$ cat config.mk
export PLATFORM = sky130hd
export DESIGN_NAME = pipe_result_accum
export DESIGN_NICKNAME = d
export VERILOG_FILES = /design/src/rtl/pipe_result_accum.sv
export SDC_FILE = /design/constraint.sdc
export NUM_CORES = 1
export LEC_CHECK = 0
export CELL_PAD_IN_SITES_DETAIL_PLACEMENT = 0
export CELL_PAD_IN_SITES_GLOBAL_PLACEMENT = 1
export CORE_MARGIN = 2
export CORE_UTILIZATION = 37
export CTS_BUF_LIST = sky130_fd_sc_hd__clkbuf_8 sky130_fd_sc_hd__clkbuf_16
export DETAILED_ROUTE_END_ITERATION = 10
export PLACE_DENSITY = 0.75
export SETUP_SLACK_MARGIN = 0.2
export SYNTH_ARGS = -nofsm -noshare
export SYNTH_HDL_FRONTEND = slang
export SYNTH_SLANG_ARGS = --single-unit
export TNS_END_PERCENT = 20
$ cat constraint.sdc
create_clock -name clk -period 2.5 [get_ports clk]
set_input_delay 0.25 -clock clk [delete_from_list [all_inputs] [get_ports clk]]
set_output_delay 0.25 -clock clk [all_outputs]
set_load 0.01 [all_outputs]
$ cat src/rtl/pipe_result_accum.sv
// pipe_result_accum
//   Consumes the unsigned XW-bit result stream from the arithmetic pipeline.
//   It accumulates frames of N_SAMPLES valid samples and tracks each frame's
//   sum and maximum. Each completed frame is presented on a valid/ready port
//   through a single-entry output register. The upstream stage cannot be
//   stalled, so a frame that completes while the output register is still
//   occupied (and not being drained) is dropped and flagged on a sticky
//   overrun bit.
//
//   Optional build macro: ACC_AVG_EN adds acc_avg = frame_sum >> clog2(N_SAMPLES).
//
// Ports
//   clk        system clock, rising edge
//   rst        synchronous active-high reset
//   x_in       result sample (unsigned, XW bits)
//   x_valid    x_in valid this cycle
//   acc_sum    sum of the presented frame
//   acc_max    maximum of the presented frame
//   acc_avg    (ACC_AVG_EN only) truncated mean of the presented frame
//   out_valid  acc_* hold an unconsumed frame
//   out_ready  consumer takes the frame when out_valid & out_ready
//   sample_cnt samples collected so far in the working frame
//   overrun    sticky flag: a completed frame was dropped
module pipe_result_accum #(
    parameter int XW        = 14,
    parameter int N_SAMPLES = 8,
    parameter int SUMW      = 17
) (
    input  logic            clk,
    input  logic            rst,
    input  logic [XW-1:0]   x_in,
    input  logic            x_valid,
    output logic [SUMW-1:0] acc_sum,
    output logic [XW-1:0]   acc_max,
`ifdef ACC_AVG_EN
    output logic [XW-1:0]   acc_avg,
`endif
    output logic            out_valid,
    input  logic            out_ready,
    output logic [7:0]      sample_cnt,
    output logic            overrun
);

    localparam int         LOG2N = $clog2(N_SAMPLES);
    localparam logic [7:0] LAST  = 8'(N_SAMPLES - 1);

    // Elaboration-time parameter checks
    if (N_SAMPLES < 1 || N_SAMPLES > 256) begin : g_chk_n
        $error("pipe_result_accum: N_SAMPLES must be in 1..256");
    end
    if (SUMW < XW + LOG2N) begin : g_chk_sumw
        $error("pipe_result_accum: SUMW too narrow for XW + clog2(N_SAMPLES)");
    end
`ifdef ACC_AVG_EN
    if ((1 << LOG2N) != N_SAMPLES) begin : g_chk_pow2
        $error("pipe_result_accum: ACC_AVG_EN requires power-of-two N_SAMPLES");
    end
`endif

    typedef enum logic {EMPTY, FULL} state_t;

    state_t          state, state_nxt;
    logic [SUMW-1:0] wsum;
    logic [XW-1:0]   wmax;

    // Sum/max including the current sample; on the last sample of a frame
    // these are the frame's final values.
    logic [SUMW-1:0] nxt_sum;
    logic [XW-1:0]   nxt_max;
    logic            complete;
    logic            load;
    logic            drop;

    assign nxt_sum  = wsum + SUMW'(x_in);
    assign nxt_max  = (x_in > wmax) ? x_in : wmax;
    assign complete = x_valid && (sample_cnt == LAST);

    // Working accumulator: never stalls, restarts with no bubble.
    always_ff @(posedge clk) begin
        if (rst) begin
            wsum       <= '0;
            wmax       <= '0;
            sample_cnt <= '0;
        end else if (x_valid) begin
            if (complete) begin
                wsum       <= '0;
                wmax       <= '0;
                sample_cnt <= '0;
            end else begin
                wsum       <= nxt_sum;
                wmax       <= nxt_max;
                sample_cnt <= sample_cnt + 8'd1;
            end
        end
    end

    // Output register FSM: next state and load/drop decisions.
    always_comb begin
        state_nxt = state;
        load      = 1'b0;
        drop      = 1'b0;
        case (state)
            EMPTY: begin
                if (complete) begin
                    load      = 1'b1;
                    state_nxt = FULL;
                end
            end
            FULL: begin
                if (out_ready) begin
                    // Draining frees the slot, so a same-cycle completion fits.
                    if (complete) load = 1'b1;
                    else          state_nxt = EMPTY;
                end else if (complete) begin
                    drop = 1'b1;
                end
            end
            default: state_nxt = EMPTY;
        endcase
    end

    always_ff @(posedge clk) begin
        if (rst) begin
            state   <= EMPTY;
            acc_sum <= '0;
            acc_max <= '0;
`ifdef ACC_AVG_EN
            acc_avg <= '0;
`endif
            overrun <= 1'b0;
        end else begin
            state <= state_nxt;
            if (load) begin
                acc_sum <= nxt_sum;
                acc_max <= nxt_max;
`ifdef ACC_AVG_EN
                acc_avg <= XW'(nxt_sum >> LOG2N);
`endif
            end
            if (drop) overrun <= 1'b1;
        end
    end

    assign out_valid = (state == FULL);

endmodule

=== After elaboration in Yosys (flattened, before gate mapping) ===
Cells that the tools add are included.

* Input bits: 18
* Word-level logic and storage cells: 24
* Flip-flop bits (word level): 72
* Output and inout port bits: 41

* Reductions and logical operators: 1
* Bitwise logic cells: 1
* Muxes and demuxes: 11
* Magnitude comparators: 1
* Equality and inequality tests: 1
* $add $sub $neg: 2

{| class="wikitable"
|+ Operators by type and width
! operator !! count
|-
| $mux 14 || 2
|-
| $add 17x14->17 || 1
|-
| $mux 17 || 1
|-
| $gt 14x14->1 || 1
|-
| $add 8x1->8 const B || 1
|-
| $eq 8x3->1 const B || 1
|-
| $mux 8 || 1
|-
| $mux 1 || 5
|-
| $pmux 1 s2 || 2
|-
| $logic_and 1x1->1 || 1
|-
| $not 1->1 || 1
|}

=== Longest topological paths before layout ===
Gate-level depths: netlist of run 1.

* Depth after elaboration: 5
* Gate-level depth with buffers: 10
* Mapped depth without buffers: 8

=== Least setup slack after synthesis of run 1 ===
OpenSTA, ideal clock, no wires.

* Path kind: flip-flop to flip-flop
* From: register wsum[0]
* To: register acc_sum[14]
* Arrival: 2383 ps
* Required time: 2378 ps
* Setup time: 122 ps
* Slack: -5 ps
* Cell stages (with the launch flop): 9
* Clock period less this slack: 2505 ps
* Buffers on the path: 0
* Cell sequence: dfxtp_1 ha_1 fa_1 a211oi_1 o211ai_1 and3_1 o31ai_1 nor4_1 a311o_1

* Word-level cells in the longest chain between the ends: 1

{| class="wikitable"
|+ RTL lines
! element !! RTL line !! source
|-
| start: declaration || 63 || <nowiki>logic [SUMW-1:0] wsum;</nowiki>
|-
| start signal: assignment || 90 || <nowiki>wsum <= nxt_sum;</nowiki>
|-
| $add 17x14->17 || 74 || <nowiki>assign nxt_sum = wsum + SUMW'(x_in);</nowiki>
|-
| end signal: assignment || 134 || <nowiki>acc_sum <= nxt_sum;</nowiki>
|-
| end: declaration || 33 || <nowiki>output logic [SUMW-1:0] acc_sum,</nowiki>
|}

Every way passes these cells.
A chain may end at the register's enable or synchronous reset.

=== Worst setup path in the final report of run 1 ===
* From: register wmax[12]
* To: register acc_max[12]

* Word-level cells in the longest chain between the ends: 2

{| class="wikitable"
|+ RTL lines
! element !! RTL line !! source
|-
| start: declaration || 64 || <nowiki>logic [XW-1:0] wmax;</nowiki>
|-
| start signal: assignment || 91 || <nowiki>wmax <= nxt_max;</nowiki>
|-
| $gt 14x14->1 || 75 || <nowiki>assign nxt_max = (x_in > wmax) ? x_in : wmax;</nowiki>
|-
| $mux 14 (*) || 75 ||
|-
| end signal: assignment || 135 || <nowiki>acc_max <= nxt_max;</nowiki>
|-
| end: declaration || 34 || <nowiki>output logic [XW-1:0] acc_max,</nowiki>
|}

Every way passes the cells marked *; elsewhere a longest branch is shown, timed or not.

==> impl_results.md, run 1 <==
- Count leader, synth: dfxtp_1
- WP data arrival: 2.53 ns
- DR iter-0 viols: 161
- Critical path peak fanout: 8
- Cell Chain, Critical Path: inv_2, ha_4, nand2_4, nor4_4, buf_4, o31ai_4, buf_6, a211oi_4, buf_4, buf_12, mux2i_2, nor2_1
- Worst path slowest cell: dfxtp_2
- Number of global-route vias before repair: 3717
- Max rail drop VDD: 0.211 mV
- Post-Place Cell Area: 5100 sq um
- Worst slew pin tran: 0.437 ns
- Hold Crit Class: in -> reg
- GP Congestion: 0.885
- Count of cell types in the netlist: 51
- Final setup vio count: 0
- Die Span X: 107 um
- Max-Slew Margin vs Limit: 70.9%
- CP top delay family: buffers and inverters
- Skew-Pair Late Insertion Delay: 0.36 ns
- Slew Viols, Final: 0
- FF-to-FF Start: wmax[12]
- CP peak stage delay: 0.35 ns
- Post-synth top cells: 72 x dfxtp_1, 47 x nand2_1, 35 x a21oi_1
- Antenna violation net count after detailed routing: 0
- Worst setup EP type: flip-flop
- Total CTS buffers: 9
- Cell mode on critical path: buf_4
- Clock slew at reported path FFs: 0.08 ns
- Crit Path Category: reg -> reg
- Synth Register Bits: 72
- Hold Slack: 0.261 ns
- Grt total ovfl: 0
- Global-route wire length before repair: 18.4 mm
- # nets final: 612
- Top-Level Pins: 59
- CTS Root Cell: clkbuf_8
- # fillers: 971
- H-tree depth: 3
- Reg2Reg Capture Point: acc_max[12]
- DRC: 0
- Buf/Inv on CP: 5
- F_max: 0.438 GHz
- Deepest clock path buffer count: 2
- Die area: 11500 sq um
- Finished Cell Area: 5580 sq um
- Pleak: 2.28 nW
- Share of flip-flops with an asynchronous set or reset: 0%
- P&R area growth vs syn: 41.0%
- Status: completed
- Startpoint Class: flip-flop
- R2R Setup Slk: 0.22 ns
- Row count: 37
- Post-DR wirelength/cell: 15.9 um
- Proportion of layout cells with a drive suffix above 1: 26.4%
- Max-cap viol count: 0
- Pwr per Cell Area: 506 nW/um^2
- Worst r2r path cells: 12
- Util after Layout: 53.8%
- Post-Synthesis Cell Area: 3960 sq um
- Final min period: 2.28 ns
- Synth top area cells: dfxtp_1 36%, ha_1 9.2%, nand2_1 4.5%, a21oi_1 4.4%, mux2i_1 4.3%
- Detail-routed via count per cell: 5.35
- DRT Wirelength: 11.2 mm
- RSZ-0062 raised after global routing: true
- Yosys Warn Count: 0
- Min-Delay Endpoint: wmax[5]
- Die Ht: 107 um
- Share of the synthesized area in the top cell type: 36.4%
- Core area: 10400 sq um
- TritonRoute pass-1 iters: 4
- Largest net degree at the start of global routing: 29
- Initial antenna violation count: 0
- Antenna cell count: 0
- Clock Skews: 0.00569 ns
- Avg Cell Area, Syn: 8.84 sq um
- Total GRT Usage: 20.5%
- Worst path depth: 12
- EDFF count, synth: 0
- # hold bufs at CTS: 0
- DP Wirelength: 7.87 mm
- Hold path cells: 2
- Period utilisation layout: 91.3%
- Clock Sinks: 72
- Post-synth top area cell: dfxtp_1
- Final Hold Viols: 0
- Initial core utilization: 38.2%
- Seq/Total Area, Yosys: 36.4%
- Vias: 3772
- Syn Inst Count: 448
- Syn nets: 496
- CP required: 2.75 ns
- Port Buffers: 58
- CTS tree: built
- Min-delay src: x_in[5]
- Main synth FF type: dfxtp_1
-- per-stage QoR --
stage	setup WS [ns]	TNS, ns	power, W	std cells
floorplan	0.174	0	0.00164	448
global placement	-0.343	-7.11	0.00191	681
detailed placement	-0.378	-7.76	0.00193	681
CTS	0.198	0	0.00279	702
global route	0.0808	0	0.00299	705
finish	0.217	0	0.00283	705
-- layer usage --
layer	track usage (%)	vias to the layer above	part of all wire, %
li1	-	1880	-
met1	27.5	1797	49
met2	32.1	80	45
met3	3.63	15	4.2
met4	9.43	0	2.0
met5	0	-	0
-- registers in the layout (all words and copies together), names as in the netlist --
signal      count
acc_max        14
acc_sum        17
out_valid       1
overrun         1
sample_cnt      8
wmax           14
wsum           17
-- placed cells by master (no fill, tap or decap), drive strengths merged, types with 5 or more instances in the layout --
cell / n
xnor2: 6
a211oi: 8
mux2: 13
nand3: 12
xor2: 8
a21o: 8
nor4: 10
nand4: 7
o21ai: 9
and2: 6
and4: 6
dlymetal6s2s: 5
a22o: 14
dfxtp: 72
a22oi: 6
a21oi: 35
mux2i: 17
nor3: 8
ha: 29
clkbuf: 10
inv: 18
nor2: 34
nand2: 47
or4: 5
clkdlybuf4s50: 50
buf: 74
-- power by group --
part / total, W / switching (W) / internal (W)
clock: 0.000849 / 0.000470 / 0.000380
combinational: 0.000738 / 0.000375 / 0.000364
sequential: 0.00124 / 0.0000392 / 0.00120
-- cell type report --
cell class,count,area (sq um),area share (%)
well taps,136,170,3.05
clock inverters,6,35.0,0.628
clock buffers,10,138,2.47
repair buffers,131,1190,21.3
inverters,18,67.6,1.21
flip-flops and latches,72,1450,26.0
multi-input cells,332,2530,45.3
-- logic make-up (layout without fill, tap and decap cells) --
family          after synthesis  after routing  synth area share [%]
simple gates                150            150                  18.7
compound gates              108            108                  19.2
flops                        72             72                  36.4
buf+inv                      44            165                  4.96
fa+ha+maj                    30             30                  9.67
mux                          30             30                  8.00
xor+xnor                     14             14                  3.10
-- timing repair --
action,4_1_cts,5_1_grt
cloned,1,0
gates resized for setup,15,45
pin swaps,4,11
buffers inserted,4,3
endpoints found under the setup margin,36,48
-- worst reg2reg max path: stages, from the launching register on --
cell	delay, ns
dfxtp_2	0.35
inv_2	0.05
ha_4	0.27
nand2_4	0.05
nor4_4	0.29
buf_4	0.17
o31ai_4	0.06
buf_6	0.13
a211oi_4	0.25
buf_4	0.16
buf_12	0.13
mux2i_2	0.20
nor2_1	0.05
-- worst max path at each step --
stage | from | endpoint
global route | wmax[12] | acc_max[8]
finish | wmax[12] | acc_max[12]
floorplan | wmax[3] | wmax[10]
global placement | x_in[0] | acc_sum[14]
CTS | sample_cnt[0] | acc_max[13]
detailed placement | x_in[0] | acc_sum[14]
Note: power is estimated with default switching activity, not from simulation.
==> run 2: changes to the inputs <==
==> constraint.sdc (replaced) <==
create_clock -name clk -period 2.5 [get_ports clk]
set_input_delay 0.5 -clock clk [delete_from_list [all_inputs] [get_ports clk]]
set_output_delay 0.5 -clock clk [all_outputs]
set_load 0.01 [all_outputs]
==> run 2 against run 1 <==
Against the previous run:
- core utilization is 1.4 points higher
- power rose by 10%
- clock-buffer cell count down 1
- sequential power is essentially flat
==> impl_results.md, run 2 (synthesis results as in run 1) <==
- Status: completed
- Worst path slowest cell: or4_1
- Final Hold Viols: 0 (unchanged)
- Deepest clock path buffer count: 2 (unchanged)
- Detail-routed via count per cell: 5.34 (-0.11%)
- Final setup vio count: 0 (unchanged)
- Clock Skews: 0.00971 ns (+0.00402 ns)
- Post-DR wirelength/cell: 16.4 um (+2.6%)
- # nets final: 619 (+1.1%)
- Antenna violation net count after detailed routing: 0 (unchanged)
- DR iter-0 viols: 103 (-36%)
- Period utilisation layout: 91.0% (-0.32 points)
- Worst slew pin tran: 0.467 ns (+0.0307 ns)
- Row count: 37 (unchanged)
- Total GRT Usage: 20.4% (-0.048 points)
- Core area: 10400 sq um (unchanged)
- Die area: 11500 sq um (unchanged)
- Cell Chain, Critical Path: ha_1, nand3_2, or4_1, nor2_1, buf_4, mux2_2, mux2i_1, nor2_1
- Critical Path Source: sample_cnt[0]
- Proportion of layout cells with a drive suffix above 1: 28.2% (+1.8 points)
- Cell mode on critical path: nor2_1
- Number of global-route vias before repair: 3699 (-0.48%)
- F_max: 0.440 GHz (+0.35%)
- Total power: 0.00312 W (+10%)
- Max rail drop VDD: 0.278 mV (+32%)
- Largest net degree at the start of global routing: 25 (-14%)
- Port Buffers: 58 (unchanged)
- Pleak: 2.32 nW (+1.5%)
- Initial antenna violation count: 0 (unchanged)
- FF-to-FF Start: sample_cnt[0]
- Max-Slew Margin vs Limit: 68.8% (-2.0 points)
- Clock slew at reported path FFs: 0.08 ns (about the same)
- CTS Root Cell: clkbuf_8
- Reg area: 1450 sq um (+0.17%)
- CTS tree: built
- Worst setup EP type: flip-flop
- Total CTS buffers: 9 (unchanged)
- Crit Path Category: reg -> reg
- DP Wirelength: 8.37 mm (+6.4%)
- Slew Viols, Final: 0 (unchanged)
- Commonest non-fill, non-tap cell in the layout: buf_4
- Grt total ovfl: 0 (unchanged)
- P&R area growth vs syn: 44.7%
- Critical path peak fanout: 5 (-3)
- Die Ht: 107 um (unchanged)
- # hold bufs at CTS: 0 (unchanged)
- Multi-input logic area: 2590 sq um (+2.4%)
- DRC: 0 (unchanged)
- Hold Crit Class: in -> reg
- Die Span X: 107 um (unchanged)
- Min-delay src: x_in[10]
- RSZ-0062 raised after global routing: true
- Skew-Pair Late Insertion Delay: 0.34 ns (-0.02 ns)
- Pwr per Cell Area: 544 nW/um^2 (+7.4%)
- # fillers: 965 (-0.62%)
- TritonRoute pass-1 iters: 5 (+1)
- Clock Sinks: 72 (unchanged)
- WP data arrival: 2.50 ns (-0.03 ns)
- Antenna cell count: 0 (unchanged)
- Biggest regs: acc_sum x17, wsum x17
- DRT Wirelength: 11.6 mm (+3.5%)
- Total Neg Setup Slack: 0 ns (unchanged)
- CP required: 2.72 ns (-0.03 ns)
- Max-cap viol count: 0 (unchanged)
- Initial core utilization: 38.2% (unchanged)
- Global-route wire length before repair: 18.7 mm (+1.1%)
- Vias: 3800 (+0.74%)
- H-tree depth: 3 (unchanged)
- Startpoint Class: flip-flop
- Final min period: 2.27 ns (-0.00801 ns)
- Commonest non-fill, non-tap cells in the layout: 74 x buf_4, 62 x dfxtp_1, 44 x nand2_1
- CP peak stage delay: 0.52 ns (+0.17 ns)
- GP Congestion: 0.945 (+6.7%)
- Top-Level Pins: 59 (unchanged)
-- run 2: final cells by class --
cell class,count,share of cell area [%]
clock buffer,9,2.16
inverter,18,1.18
tap,136,2.97
timing repair buffer,138,21.2
multi-input combinational,332,45.2
clock inverter,6,1.92
sequential,72,25.4
-- run 2: worst paths after layout --
| check | slack [ns] | end | cells after the start |
|---|---|---|---|
| hold / removal | 0.44 | wmax[10] | 2 |
| setup / recovery | 0.23 | acc_max[13] | 8 |
| setup reg to reg | 0.23 | acc_max[13] | 8 |
| hold reg to reg | 0.46 | acc_sum[0] | 2 |
-- run 2: report_power, final --
group	leakage [nW]	internal (W)	switching (W)
clock	0.117	0.000656	0.000456
combinational	1.61	0.000368	0.000393
sequential	0.589	0.00120	0.0000431
-- run 2: through the flow --
stage               hold slack (ns)  cell area, sq um  utilization, %  std cells  setup slack (ns)
detailed placement            0.447              5190            50.0        684            -0.535
global route                  0.459              5730            55.2        711             0.125
global placement              0.440              5190            50.0        684            -0.561
finish                        0.443              5730            55.2        711             0.225
CTS                           0.461              5540            53.5        703             0.210
floorplan                     0.445              4030               -        448             0.168
-- run 2: what timing repair did --
action	4_1_cts	5_1_grt
gates resized for setup	36	41
cloned	1	1
pin swaps	14	16
setup endpoints to repair	46	39
setup buffers	3	7
-- run 2: layer usage --
| layer | share of wire (%) | up-vias | track usage [%] |
|---|---|---|---|
| li1 | - | 1885 | - |
| met1 | 48 | 1818 | 28.2 |
| met2 | 47 | 84 | 33.2 |
| met3 | 3.7 | 13 | 3.21 |
| met4 | 1.2 | 0 | 5.68 |
| met5 | 0 | - | 0 |
-- run 2: critical path, delay by kind of cell, from the launching register on --
| kind | cells | cell delay (ns) |
|---|---|---|
| simple gates | 4 | 0.88 |
| flops | 1 | 0.41 |
| fa+ha+maj | 1 | 0.25 |
| mux | 2 | 0.45 |
| buf+inv | 1 | 0.16 |
==> RTL edit, RTL diff (settings of run 1) <==
Set the parameter `XW` to 7 (it was 14).
--- a/src/rtl/pipe_result_accum.sv
+++ b/src/rtl/pipe_result_accum.sv
@@ -23,5 +23,5 @@
 //   overrun    sticky flag: a completed frame was dropped
 module pipe_result_accum #(
-    parameter int XW        = 14,
+    parameter int XW        = 7,
     parameter int N_SAMPLES = 8,
     parameter int SUMW      = 17
Ports: changed (resized acc_max and x_in); port bits go from 59 to 45. The function was not compared with the original's and may differ.
==> RTL edit against run 1 <==
  * Sequential cell count down 14
  * Cell area shrank 31%
  * Via count down 33%
  * First-iteration DRC count down 36%
  * Setup slack improved by 150 ps
  * Die area is 23% lower
  * Routed wire length is 38% lower
  * Synthesized area fell by 24%
  * Critical path type is now in -> reg
  * Largest cell class unchanged
Power is not compared: it rests on default switching activity, and its combinational part moved more than twofold at a synthesized area within 25%.
==> RTL edit: results (changes against run 1) <==
Status: completed
R2r setup slk: 410 ps (+190 ps)
Vias in the first global route: 2519 (-32%)
Crit-path max cell delay: 480 ps (+130 ps)
Top flop regs: acc_sum: 17 flops, wsum: 17 flops, sample_cnt: 8 flops
Critical path arrival: 2390 ps (-140 ps)
Proportion of layout cells with a drive suffix above 1: 12.9% (-13 points)
Port bufs: 44 (-24%)
Largest net degree at the start of global routing: 31 (+6.9%)
Library cells used by synthesis: 47 (-7.8%)
Synth Net Count: 370 (-25%)
DRT iter0 DRCs: 103 (-36%)
Hold slack final: 370 ps (+109 ps)
Slowest stage cell on the critical path: clkdlybuf4s50_1
CP max FO: 6 (-2)
Slew margin rel.: 63.0% (-7.9 points)
Clock skew: 8.32 ps (+2.63 ps)
Main area contributors after synthesis: dfxtp_1 39%, ha_1 6.2%, a211oi_1 5.5%
Routed vias/inst: 4.95 (-7.4%)
Pre-CTS WS: -105 ps (+273 ps)
R2R cell count: 5 (-7)
Synth top cells by count: 58 x dfxtp_1, 37 x nor2_1, 31 x a21oi_1
Total GRT Usage: 17.2% (-3.3 points)
Final Cycle Share: 85.5% (-5.8 points)
Final wirelength: 6950 um (-38%)
Area after DPL: 3650 sq um (-28%)
RePlAce Congestion: 0.875 (-1.2%)
==> RTL edit: final timing paths <==
kind | start | end
hold reg to reg | acc_sum[5] | acc_sum[5]
setup / recovery | x_in[0] | acc_sum[10]
setup reg to reg | sample_cnt[3] | acc_sum[6]
hold / removal | rst | wsum[1]
==> RTL edit: kinds of logic after synthesis <==
group	count (synthesis)	share of synthesized area, %
AND/OR/NAND/NOR	123	21.2
flip-flops	58	38.6
AO/OA/AOI/OAI	88	19.9
adder cells (fa/ha/maj)	16	6.90
multiplexers	8	2.70
buffers and inverters	29	4.57
XOR/XNOR	21	6.11
==> RTL edit: layer usage <==
metal | share of wire, % | global-route usage, %
met1 | 51 | 22.2
met4 | 1.2 | 5.80
met3 | 3.0 | 5.46
met5 | 0 | 0
met2 | 45 | 27.0
==> RTL edit: final cells by class <==
cell class / instances / area [sq um]
sequential: 58 / 1160
tap: 102 / 128
clock buffer: 10 / 138
inverter: 14 / 52.6
fill: 777 / 3930
multi-input combinational: 256 / 1720
clock inverter: 6 / 80.1
timing repair buffer: 66 / 601
==> RTL edit: critical path: cells and delay by family <==
kind	cells	cell delay [ps]
fa+ha+maj	2	400
simple gates	1	430
compound gates	3	740
buf+inv	1	480
xor+xnor	1	100
==> RTL edit: metrics by stage <==
stage          utilization (%)  cells  power, uW
2_1_floorplan                -    343       1210
3_3_place_gp              46.8    496       1330
3_5_place_dp              46.8    496       1330
4_1_cts                   49.6    512       2300
5_1_grt                   49.6    512       2400
6_report                  49.6    512       2280
==> RTL edit: power by group through the flow <==
stage	Sequential [uW]	Combinational, uW	Clock (uW)
after global placement	985	343	0
after floorplan	983	230	0
after global routing	968	392	1040
final	966	347	962
after CTS	965	348	988
after detailed placement	986	342	0
==> RTL edit: timing repair <==
item                       in CTS  in global routing
buffers inserted                0                  0
hold buffers                    0                  0
resized for setup               0                  1
setup endpoints to repair       0                  3
